[src/rtl/miriscv_lsu_pkg.sv]
// Shared definitions for the MIRISCV load/store unit: funct3 size codes, FSM states,
// and the per-access decode helpers used by the top level.
package miriscv_lsu_pkg;

    localparam logic [2:0] LDST_B  = 3'd0;
    localparam logic [2:0] LDST_H  = 3'd1;
    localparam logic [2:0] LDST_W  = 3'd2;
    localparam logic [2:0] LDST_BU = 3'd4;
    localparam logic [2:0] LDST_HU = 3'd5;

    typedef enum logic [1:0] {
        LSU_IDLE = 2'd0,
        LSU_BUSY = 2'd1,
        LSU_DONE = 2'd2
    } lsu_state_e;

    // Illegal size codes and accesses not aligned to their natural size both fault.
    function automatic logic lsu_is_fault(input logic [2:0] size, input logic [1:0] off);
        logic f;
        case (size)
            LDST_B, LDST_BU: f = 1'b0;
            LDST_H, LDST_HU: f = off[0];
            LDST_W:          f = (off != 2'b00);
            default:         f = 1'b1;
        endcase
        return f;
    endfunction

    function automatic logic [3:0] lsu_byte_en(input logic [2:0] size, input logic [1:0] off);
        logic [3:0] be;
        case (size)
            LDST_B, LDST_BU: be = 4'b0001 << off;
            LDST_H, LDST_HU: be = 4'b0011 << off;
            LDST_W:          be = 4'b1111;
            default:         be = 4'b0000;
        endcase
        return be;
    endfunction

    function automatic logic [31:0] lsu_store_data(input logic [2:0] size, input logic [31:0] wdata);
        logic [31:0] d;
        case (size)
            LDST_B, LDST_BU: d = {4{wdata[7:0]}};
            LDST_H, LDST_HU: d = {2{wdata[15:0]}};
            default:         d = wdata;
        endcase
        return d;
    endfunction

endpackage

[src/rtl/miriscv_lsu_load_align.sv]
// Picks the addressed byte/half lane out of a memory word and sign- or zero-extends it.
module miriscv_lsu_load_align
    import miriscv_lsu_pkg::*;
(
    input  logic [31:0] i_rdata,
    input  logic [1:0]  i_offset,
    input  logic [2:0]  i_size,
    output logic [31:0] o_data
);

    logic [7:0]  w_byte;
    logic [15:0] w_half;

    // Lane selection and extension
    always_comb begin
        w_byte = i_rdata[{i_offset, 3'b000} +: 8];
        if (i_offset[1]) begin
            w_half = i_rdata[31:16];
        end else begin
            w_half = i_rdata[15:0];
        end
        case (i_size)
            LDST_B:  o_data = {{24{w_byte[7]}}, w_byte};
            LDST_BU: o_data = {24'h000000, w_byte};
            LDST_H:  o_data = {{16{w_half[15]}}, w_half};
            LDST_HU: o_data = {16'h0000, w_half};
            LDST_W:  o_data = i_rdata;
            default: o_data = 32'h0000_0000;
        endcase
    end

endmodule

[src/rtl/miriscv_lsu.sv]
// Load/store unit: one data-memory transaction per load/store over a req/ack handshake,
// stalling the core until the extended load data (or store completion) is reported.
module miriscv_lsu
    import miriscv_lsu_pkg::*;
#(
    parameter int ADDR_W = 32,
    parameter int DATA_W = 32
) (
    input  logic              clk,
    input  logic              rst_n,
    input  logic              lsu_req,
    input  logic              lsu_we,
    input  logic [2:0]        lsu_size,
    input  logic [ADDR_W-1:0] lsu_addr,
    input  logic [DATA_W-1:0] lsu_wdata,
    output logic [DATA_W-1:0] lsu_rdata,
    output logic              lsu_done,
    output logic              lsu_stall,
    output logic              lsu_fault,
    output logic              mem_req,
    output logic              mem_we,
    output logic [3:0]        mem_be,
    output logic [ADDR_W-1:0] mem_addr,
    output logic [DATA_W-1:0] mem_wdata,
    input  logic [DATA_W-1:0] mem_rdata,
    input  logic              mem_ack
);

    lsu_state_e        r_state;
    lsu_state_e        w_state_nxt;
    logic              r_mem_req;
    logic              r_mem_we;
    logic [3:0]        r_mem_be;
    logic [ADDR_W-1:0] r_mem_addr;
    logic [DATA_W-1:0] r_mem_wdata;
    logic [DATA_W-1:0] r_lsu_rdata;
    logic [2:0]        r_size;
    logic [1:0]        r_off;
    logic              w_fault;
    logic              w_start;
    logic              w_ack;
    logic [DATA_W-1:0] w_load_data;

    assign w_fault = lsu_is_fault(lsu_size, lsu_addr[1:0]);
    assign w_start = (r_state == LSU_IDLE) && lsu_req && !w_fault;
    assign w_ack   = (r_state == LSU_BUSY) && mem_ack;

    // State register
    always_ff @(posedge clk or negedge rst_n) begin
        if (!rst_n) begin
            r_state <= LSU_IDLE;
        end else begin
            r_state <= w_state_nxt;
        end
    end

    // Next-state logic; a request seen in DONE still belongs to the finished instruction
    always_comb begin
        w_state_nxt = r_state;
        case (r_state)
            LSU_IDLE: begin
                if (w_start) begin
                    w_state_nxt = LSU_BUSY;
                end else begin
                    w_state_nxt = LSU_IDLE;
                end
            end
            LSU_BUSY: begin
                if (mem_ack) begin
                    w_state_nxt = LSU_DONE;
                end else begin
                    w_state_nxt = LSU_BUSY;
                end
            end
            LSU_DONE: w_state_nxt = LSU_IDLE;
            default:  w_state_nxt = LSU_IDLE;
        endcase
    end

    // Memory-side request registers, held stable from issue until ack
    always_ff @(posedge clk or negedge rst_n) begin
        if (!rst_n) begin
            r_mem_req   <= 1'b0;
            r_mem_we    <= 1'b0;
            r_mem_be    <= 4'b0000;
            r_mem_addr  <= '0;
            r_mem_wdata <= '0;
            r_size      <= 3'd0;
            r_off       <= 2'd0;
        end else if (w_start) begin
            r_mem_req   <= 1'b1;
            r_mem_we    <= lsu_we;
            r_mem_be    <= lsu_byte_en(lsu_size, lsu_addr[1:0]);
            r_mem_addr  <= {lsu_addr[ADDR_W-1:2], 2'b00};
            r_mem_wdata <= lsu_store_data(lsu_size, lsu_wdata);
            r_size      <= lsu_size;
            r_off       <= lsu_addr[1:0];
        end else if (w_ack) begin
            r_mem_req   <= 1'b0;
        end else begin
            r_mem_req   <= r_mem_req;
        end
    end

    // Load result capture; stores leave the previous value in place
    always_ff @(posedge clk or negedge rst_n) begin
        if (!rst_n) begin
            r_lsu_rdata <= '0;
        end else if (w_ack && !r_mem_we) begin
            r_lsu_rdata <= w_load_data;
        end else begin
            r_lsu_rdata <= r_lsu_rdata;
        end
    end

    miriscv_lsu_load_align u_load_align (
        .i_rdata  (mem_rdata),
        .i_offset (r_off),
        .i_size   (r_size),
        .o_data   (w_load_data)
    );

    assign mem_req   = r_mem_req;
    assign mem_we    = r_mem_we;
    assign mem_be    = r_mem_be;
    assign mem_addr  = r_mem_addr;
    assign mem_wdata = r_mem_wdata;
    assign lsu_rdata = r_lsu_rdata;
    assign lsu_done  = (r_state == LSU_DONE);
    assign lsu_stall = w_start || (r_state == LSU_BUSY);
    assign lsu_fault = (r_state == LSU_IDLE) && lsu_req && w_fault;

endmodule
[config.mk]
export PLATFORM = sky130hd
export DESIGN_NAME = miriscv_lsu
export DESIGN_NICKNAME = d
export VERILOG_FILES = /design/src/rtl/miriscv_lsu_pkg.sv /design/src/rtl/miriscv_lsu_load_align.sv /design/src/rtl/miriscv_lsu.sv
export SDC_FILE = /design/constraint.sdc
export NUM_CORES = 1
export LEC_CHECK = 0
export ABC_AREA = 1
export BUFFER_PORTS_ARGS = -buffer_cell sky130_fd_sc_hd__clkbuf_2
export CAP_MARGIN = 20
export CORE_UTILIZATION = 39
export CTS_CLUSTER_SIZE = 16
export DETAILED_ROUTE_END_ITERATION = 12
export GPL_ROUTABILITY_DRIVEN = 0
export PLACE_DENSITY_LB_ADDON = 0.15
export SYNTH_ARGS = -nofsm -noshare
export SYNTH_HDL_FRONTEND = slang
export SYNTH_HIERARCHICAL = 1
export SYNTH_SLANG_ARGS = --single-unit
[constraint.sdc]
create_clock -name clk -period 1.5 [get_ports clk]
set_input_delay 0.15 -clock clk [delete_from_list [all_inputs] [get_ports clk]]
set_output_delay 0.15 -clock clk [all_outputs]
set_load 0.005 [all_outputs]
=== Word level (Yosys, flattened, before mapping) ===
Index checks and enable logic that the tools add are counted.

* Equality and inequality tests: 10
* Shifts and indexed selects: 3
* Multiplexer cells: 10
* Reductions and logical operators: 15

{| class="wikitable"
|+ Operator list
! cell !! count
|-
| 32-bit one-hot mux with 5 select lines || 1
|-
| 32-bit one-hot mux with 2 select lines || 1
|-
| 32-bit by 6-bit indexed part select with 8-bit output || 1
|-
| 16-bit two-way mux || 1
|-
| 3-bit equality test (second input constant) || 4
|-
| 4-bit one-hot mux with 3 select lines || 1
|-
| 3-bit by 1-bit equality test with 1-bit output (second input constant) || 2
|-
| 3-bit by 2-bit equality test with 1-bit output (second input constant) || 2
|-
| 3-bit logical NOT || 2
|-
| 1-bit logical AND || 5
|-
| 2-bit one-hot mux with 2 select lines || 1
|-
| 2-bit nonzero test || 2
|-
| 2-bit OR reduction || 2
|-
| 1-bit by 2-bit << shifter with 4-bit output (first input constant) || 1
|-
| 2-bit by 2-bit << shifter with 4-bit output (first input constant) || 1
|-
| 1-bit two-way mux || 3
|-
| 1-bit one-hot mux with 3 select lines || 1
|-
| 2-bit by 1-bit equality test with 1-bit output (second input constant) || 1
|-
| 2-bit equality test (second input constant) || 1
|-
| 1-bit logical NOT || 2
|-
| 2-bit logical NOT || 1
|-
| 2-bit two-way mux || 1
|-
| 1-bit logical OR || 1
|}

* Bits in registers: 107
* Input bits: 104
* Output and inout port bits: 105
* Word-level logic and storage cells: 47

=== Depth between registers and ports, before layout ===
Gate-level depths: netlist of the first run.

* Word-level depth: 7
* Depth in mapped cells: 10
* Mapped depth without buffers: 9

=== By module ===
Netlist of the first run, hierarchy kept.

{| class="wikitable"
|+ By module, submodules not included
! module !! instances !! cells an instance !! area each (um^2) !! sequential area each (um^2)
|-
| miriscv_lsu || 1 || 570 || 4,734.5 || 2,677.6
|-
| miriscv_lsu_load_align || 1 || 198 || 897.1 || 0.0
|}

=== Worst setup path before layout of the first run ===
Ideal clock, no wire load.

* Path kind: flip-flop to flip-flop
* From: reg r_state[1]
* To: reg r_lsu_rdata[10] (netlist: lsu_rdata[10])
* Setup time: 0.117 ns
* Data arrival time: 1.211 ns
* Data required time: 1.383 ns
* Slack: 0.172 ns
* Cell stages (with the launch flop): 8
* Path buffers: 1
* Cell sequence: dfrtp_1 > nor2_1 > inv_1 > nor2_1 > nand2_1 > clkbuf_1 > nand2_1 > nand2_1

* Word-level cells in the longest chain between the ends: 3

{| class="wikitable"
|+ Ends and longest elaborated chain
! what !! RTL line !! source
|-
| start: declaration || miriscv_lsu.sv:29 || <nowiki>lsu_state_e r_state;</nowiki>
|-
| start signal: assignment || miriscv_lsu.sv:53 || <nowiki>r_state <= w_state_nxt;</nowiki>
|-
| 2-bit by 1-bit equality test with 1-bit output || miriscv_lsu.sv:46 || <nowiki>assign w_ack = (r_state == LSU_BUSY) && mem_ack;</nowiki>
|-
| 1-bit logical AND || miriscv_lsu.sv:46 ||
|-
| 1-bit logical AND || miriscv_lsu.sv:109 || <nowiki>end else if (w_ack && !r_mem_we) begin</nowiki>
|-
| end signal: assignment || miriscv_lsu.sv:110 || <nowiki>r_lsu_rdata <= w_load_data;</nowiki>
|-
| end signal: assignment || miriscv_lsu.sv:112 || <nowiki>r_lsu_rdata <= r_lsu_rdata;</nowiki>
|-
| end: declaration || miriscv_lsu.sv:36 || <nowiki>logic [DATA_W-1:0] r_lsu_rdata;</nowiki>
|}

Every way passes these cells.
A chain may end at the register's enable or synchronous reset.

=== Worst setup path in the final report of the first run ===
* From: reg r_state[1]
* To: out lsu_stall

* Word-level cells in the longest chain between the ends: 4
* Elaborated cells on any way between the ends: 5

{| class="wikitable"
|+ Ends and longest elaborated chain
! what !! RTL line !! source
|-
| 2-bit logical NOT || miriscv_lsu.sv:45 || <nowiki>assign w_start = (r_state == LSU_IDLE) && lsu_req && !w_fault;</nowiki>
|-
| 1-bit logical AND (2 in series) || miriscv_lsu.sv:45 ||
|-
| 1-bit logical OR (*) || miriscv_lsu.sv:130 || <nowiki>assign lsu_stall = w_start || (r_state == LSU_BUSY);</nowiki>
|-
| end: declaration || miriscv_lsu.sv:18 || <nowiki>output logic lsu_stall,</nowiki>
|}

Mark *: on every way between the ends. The rest lies on a longest branch, timed or not.

==> qor.yml, run 1 <==
synth:
  synth_most_common_cell: "nand2_1"
  synth_top_area_share: 0.475
  ys_warn_count: 6
  synth.distinct_cells: 22
  ys_seq_area_frac: 0.475
  avgSynthCellArea_um2: 7.33
  synth_edf_count: 0
  synth_cells: 768
  async_reset_ff_frac: 1.00
  synth_area_leaders: "dfrtp_1 (48%), nand2_1 (23%), nand4_1 (6.8%)"
  synth_area_um2: 5630
  synth_common_cells: "nand2_1 (348), dfrtp_1 (107), nand4_1 (61)"
  synth_seq_cells: 107
  synth_top_area_cell: "dfrtp_1"
  synth-main-ff-cell: "dfrtp_1"
layout:
  diodes: 0
  postLayoutCellArea_um2: 7440
  drive_above_1_share: 0.302
  final_cells: 1167
  syn_to_final_growth_pct: 32.2
  nNetsFinal: 1087
detailed_routing:
  postRouteAntennaNets: 0
  first_iter_violations: 367
  vias: 5811
  drc: 0
  wl_um: 17300
  drtPass1Iterations: 5
  vias_per_cell: 4.98
  wire_per_inst_um: 14.8
critical_path:
  reg2reg_slack_ns: 0.11
  required_ns: 1.35
  cp_max_fo: 4
  worstSetupPathType: "flip-flop to output pin"
  end_kind: "output pin"
  critPathArrivalTime_ns: 1.29
  critPathLaunchType: "flip-flop"
clock_tree:
  cts.sinks: 107
  clk_path_buf_depth: 2
  cts_htree_levels: 3
  clk_pin_slew_ns: 0.07
  cts_buffers: 9
  cts_tree: "done"
  clk_latency_ns: 0.35
  root_buffer: "clkbuf_16"
job:
  drv_cap: 0
die:
  rows: 43
  core-area_um2: 14000
  die-area_um2: 14900
  start_util: 0.403
  num_io_pins: 209
  die_h_um: 122
  chipWidth_um: 122
min_path:
  min_path_type: "input port to flip-flop"
placement:
  dpl.hpwl_um: 12100
  dp.cells: 1142
  port_buffers: 206
  dpl_cell_area_um2: 6980
timing:
  relSlewSlack: 0.660
  slew_violations: 0
  grt_setup_unrepaired: "true"
  hold_slack_ns: 0.0175
  fin_crit_ns: 1.44
  hold_viol_final: 0
  fmax_mhz: 697
  tightest_slew_ns: 0.510
  setup_viol: 0
  finalCritPeriodShare: 0.957
  fin_skew_ns: 0.00681
global_route:
  grt_pass1_vias: 5323
  antenna_found_initial: 0
  use_met2: 0.360
  grt_first_pass_wirelength_um: 27500
  grt_max_degree: 38
  track_usage: 0.238
  globalRouteMet3Util: 0.0543
  grt_use_met1: 0.331
  busiest_layer: "met2"
  grt-ovfl-total: 0
power:
  leakage_nw: 4.42
  p_total_mw: 11.3
  power_per_cell_area_nw_per_um2: 1520
  vdd_ir_drop_max_mv: 0.651
status:
  status: "complete, no violations"
## timing repair
action,CTS,global route
hold buffers,1,0
cloned,1,1
endpoints found under the setup margin,2,34
hold endpoints to repair,28,0
resized for setup,9,19
pin swaps,1,4
setup buffers,7,1
## logic make-up after synthesis
| kind of cell | synth area share |
|---|---|
| flops | 0.475 |
| buf+inv | 0.0886 |
| compound gates | 0.0442 |
| simple gates | 0.391 |
| other cells | 0.000666 |
## state kept, by name (all words and copies together) (netlist names)
signal and flops:
mem_be 4, mem_req 1, r_state 2, mem_addr 30, r_off 2, r_size 3
mem_we 1, lsu_rdata 32, mem_wdata 32
## final cells by class
| cell class | count | area, µm² |
|---|---|---|
| fillers | 1446 | 6540 |
| clock buffers | 11 | 253 |
| multi-input cells | 553 | 2540 |
| flip-flops and latches | 107 | 2680 |
| clock inverters | 4 | 26.3 |
| well taps | 180 | 225 |
| repair buffers | 254 | 1500 |
| inverters | 58 | 220 |
## placed cells by master (no fill, tap or decap), drive strengths merged
cell type	instances
clkbuf	215
dfrtp	107
dlygate4sd3	1
inv	58
o211ai	14
conb	2
o21ai	26
bufbuf	1
buf	48
nor2	47
clkinv	3
nand3b	1
nand2	353
a21oi	2
nand3	47
nand4	61
clkinvlp	1
## through the flow
stage / util / worst slack [ns] / setup TNS, ns
4_1_cts: 0.528 / -0.0408 / -0.0408
6_report: 0.532 / 0.0647 / 0
5_1_grt: 0.532 / -0.0182 / -0.0285
3_3_place_gp: 0.499 / 0.0592 / 0
3_5_place_dp: 0.499 / 0.0431 / 0
2_1_floorplan: - / 0.172 / 0
## worst max-delay path, stage by stage, from the launching register on
cell and delay (ns):
dfrtp_1 0.40, inv_2 0.08, nand3_4 0.09, inv_4 0.09
nand3_4 0.11, nand2_2 0.07, clkbuf_2 0.10
## path summary, 6_finish.rpt
check                             startpoint             to  cells after the start
worst max-delay path              r_state[1]      lsu_stall                      6
worst min-delay path                 mem_ack     r_state[0]                      2
worst max register to register     r_size[0]  lsu_rdata[13]                      8
worst min register to register  lsu_rdata[1]   lsu_rdata[1]                      2
max in group asynchronous              rst_n  lsu_rdata[25]                      3
min in group asynchronous              rst_n   lsu_rdata[9]                      2
## where the power goes
part	leakage (nW)	internal, mW	switching, mW
registers	1.35	3.94	0.675
logic	2.93	1.92	2.48
clock network	0.137	1.21	1.09
## routing by layer
metal	wire length, µm	share of wire
met1	7730	0.45
met2	7780	0.45
met3	1440	0.083
met4	329	0.019
met5	0	0
Power figures use the tool's default switching activity.
==> run 2: changes to the inputs <==
- GPL_TIMING_DRIVEN: not set -> 0
- SKIP_CTS_REPAIR_TIMING: not set -> 1
==> qor.yml, run 2 (same netlist as run 1, synthesis figures left out) <==
critical_path:
  end_kind: "output pin"
  r2r_end: "lsu_rdata[22]"
  max_stage_delay_ns: 0.40
  required_ns: 1.35
  reg2reg_from: "r_off[1]"
  critPathArrivalTime_ns: 1.54
  startpoint: "r_state[0]"
  worstPathCellList: "inv_2 -> nand3_4 -> inv_6 -> nand3_4 -> buf_8 -> buf_8 -> nand2_2 -> clkbuf_2"
  critPathLaunchType: "flip-flop"
  cp_max_fo: 7
  crit_end: "lsu_stall"
  rr_worst_depth: 10
  reg2reg_slack_ns: 0
  worstSetupPathType: "flip-flop to output pin"
  slowest_stage: "dfrtp_1"
timing:
  tightest_slew_ns: 0.878
  fin_ws_ns: -0.193
  finalCritPeriodShare: 1.13
  grt_setup_unrepaired: "true"
  slew_violations: 0
  fin_skew_ns: 0.00738
  relSlewSlack: 0.415
  hold_viol_final: 0
  fin_crit_ns: 1.69
  setup_viol: 3
  fmax_mhz: 591
global_route:
  antenna_found_initial: 0
  grt_first_pass_wirelength_um: 26600
  grt_max_degree: 108
  grt-ovfl-total: 0
  track_usage: 0.231
  grt_use_met1: 0.314
  globalRouteMet3Util: 0.0548
  busiest_layer: "met2"
  use_met2: 0.355
  grt_pass1_vias: 5319
placement:
  dpl.hpwl_um: 12600
  dpl_cell_area_um2: 6900
  dp.cells: 1154
  port_buffers: 205
die:
  core-area_um2: 14000
  start_util: 0.403
  num_io_pins: 209
  rows: 43
  die_h_um: 122
  die-area_um2: 14900
  chipWidth_um: 122
detailed_routing:
  wire_per_inst_um: 14.8
  drtPass1Iterations: 5
  vias_per_cell: 4.91
  vias: 5843
  postRouteAntennaNets: 0
  wl_um: 17700
  first_iter_violations: 328
  drc: 0
clock_tree:
  cts_buffers: 9
  root_buffer: "clkbuf_16"
  clk_latency_ns: 0.35
  cts_tree: "done"
  cts.sinks: 107
  clk_path_buf_depth: 2
  clk_pin_slew_ns: 0.07
  cts_htree_levels: 3
layout:
  diodes: 0
  most-common-layout-cells: "nand2_1 (324), clkbuf_2 (208), dfrtp_1 (106)"
  drive_above_1_share: 0.356
  layout_commonest_cell: "nand2_1"
  nNetsFinal: 1110
  postLayoutCellArea_um2: 7840
  syn_to_final_growth_pct: 39.2
  final_cells: 1191
status:
  violations: "negative setup slack"
  status: "finished, violations left"
min_path:
  min_path_type: "input port to flip-flop"
power:
  leakage_nw: 4.52
  power_per_cell_area_nw_per_um2: 1560
  vdd_ir_drop_max_mv: 0.660
job:
  drv_cap: 0
run 2: metal layers:
| metal | wire (µm) | up-vias |
|---|---|---|
| li1 | - | 2920 |
| met1 | 7810 | 2660 |
| met2 | 8140 | 235 |
| met3 | 1310 | 28 |
| met4 | 421 | 0 |
| met5 | 0 | - |
run 2: area by class of cell:
class | count | area, µm²
fillers | 1366 | 6150
multi-input cells | 552 | 2790
repair buffers | 227 | 1240
clock buffers | 10 | 229
well taps | 180 | 225
inverters | 58 | 225
clock inverters | 6 | 90.1
flip-flops and latches | 107 | 2680
plain buffers | 51 | 364
run 2: worst min-delay path by stage:
stage,start,endpoint,cells past startpoint
global route,mem_ack,r_state[0],2
CTS,rst_n,lsu_rdata[1],1
global placement,mem_ack,r_state[0],2
detailed placement,rst_n,lsu_rdata[1],1
finish,mem_ack,r_state[0],2
floorplan,rst_n,lsu_rdata[0],0
run 2: where the power goes:
part           leakage (nW)  switching, mW  internal, mW
Sequential             1.35          0.646          3.94
Combinational          3.02           2.85          2.19
Clock                 0.153           1.10          1.47
run 2: metrics by stage:
stage | hold WS (ns) | setup WS (ns) | power, mW | setup TNS [ns] | utilization
6_report | 0.00865 | -0.193 | 12.2 | -0.368 | 0.560
5_1_grt | 0.0183 | -0.266 | 13.1 | -3.36 | 0.560
4_1_cts | -0.0444 | -0.637 | 11.4 | -17.44 | 0.516
3_5_place_dp | 0.340 | -0.361 | 8.76 | -15.59 | 0.493
3_3_place_gp | 0.368 | -1.38 | 8.71 | -162.88 | 0.492
2_1_floorplan | -0.146 | 0.172 | 6.85 | 0 | -
run 2: critical path, delay by kind of cell, from the launching register on:
| kind | cells | cell delay (ns) |
|---|---|---|
| flip-flops | 1 | 0.40 |
| buffers and inverters | 5 | 0.55 |
| AND/OR/NAND/NOR | 3 | 0.23 |
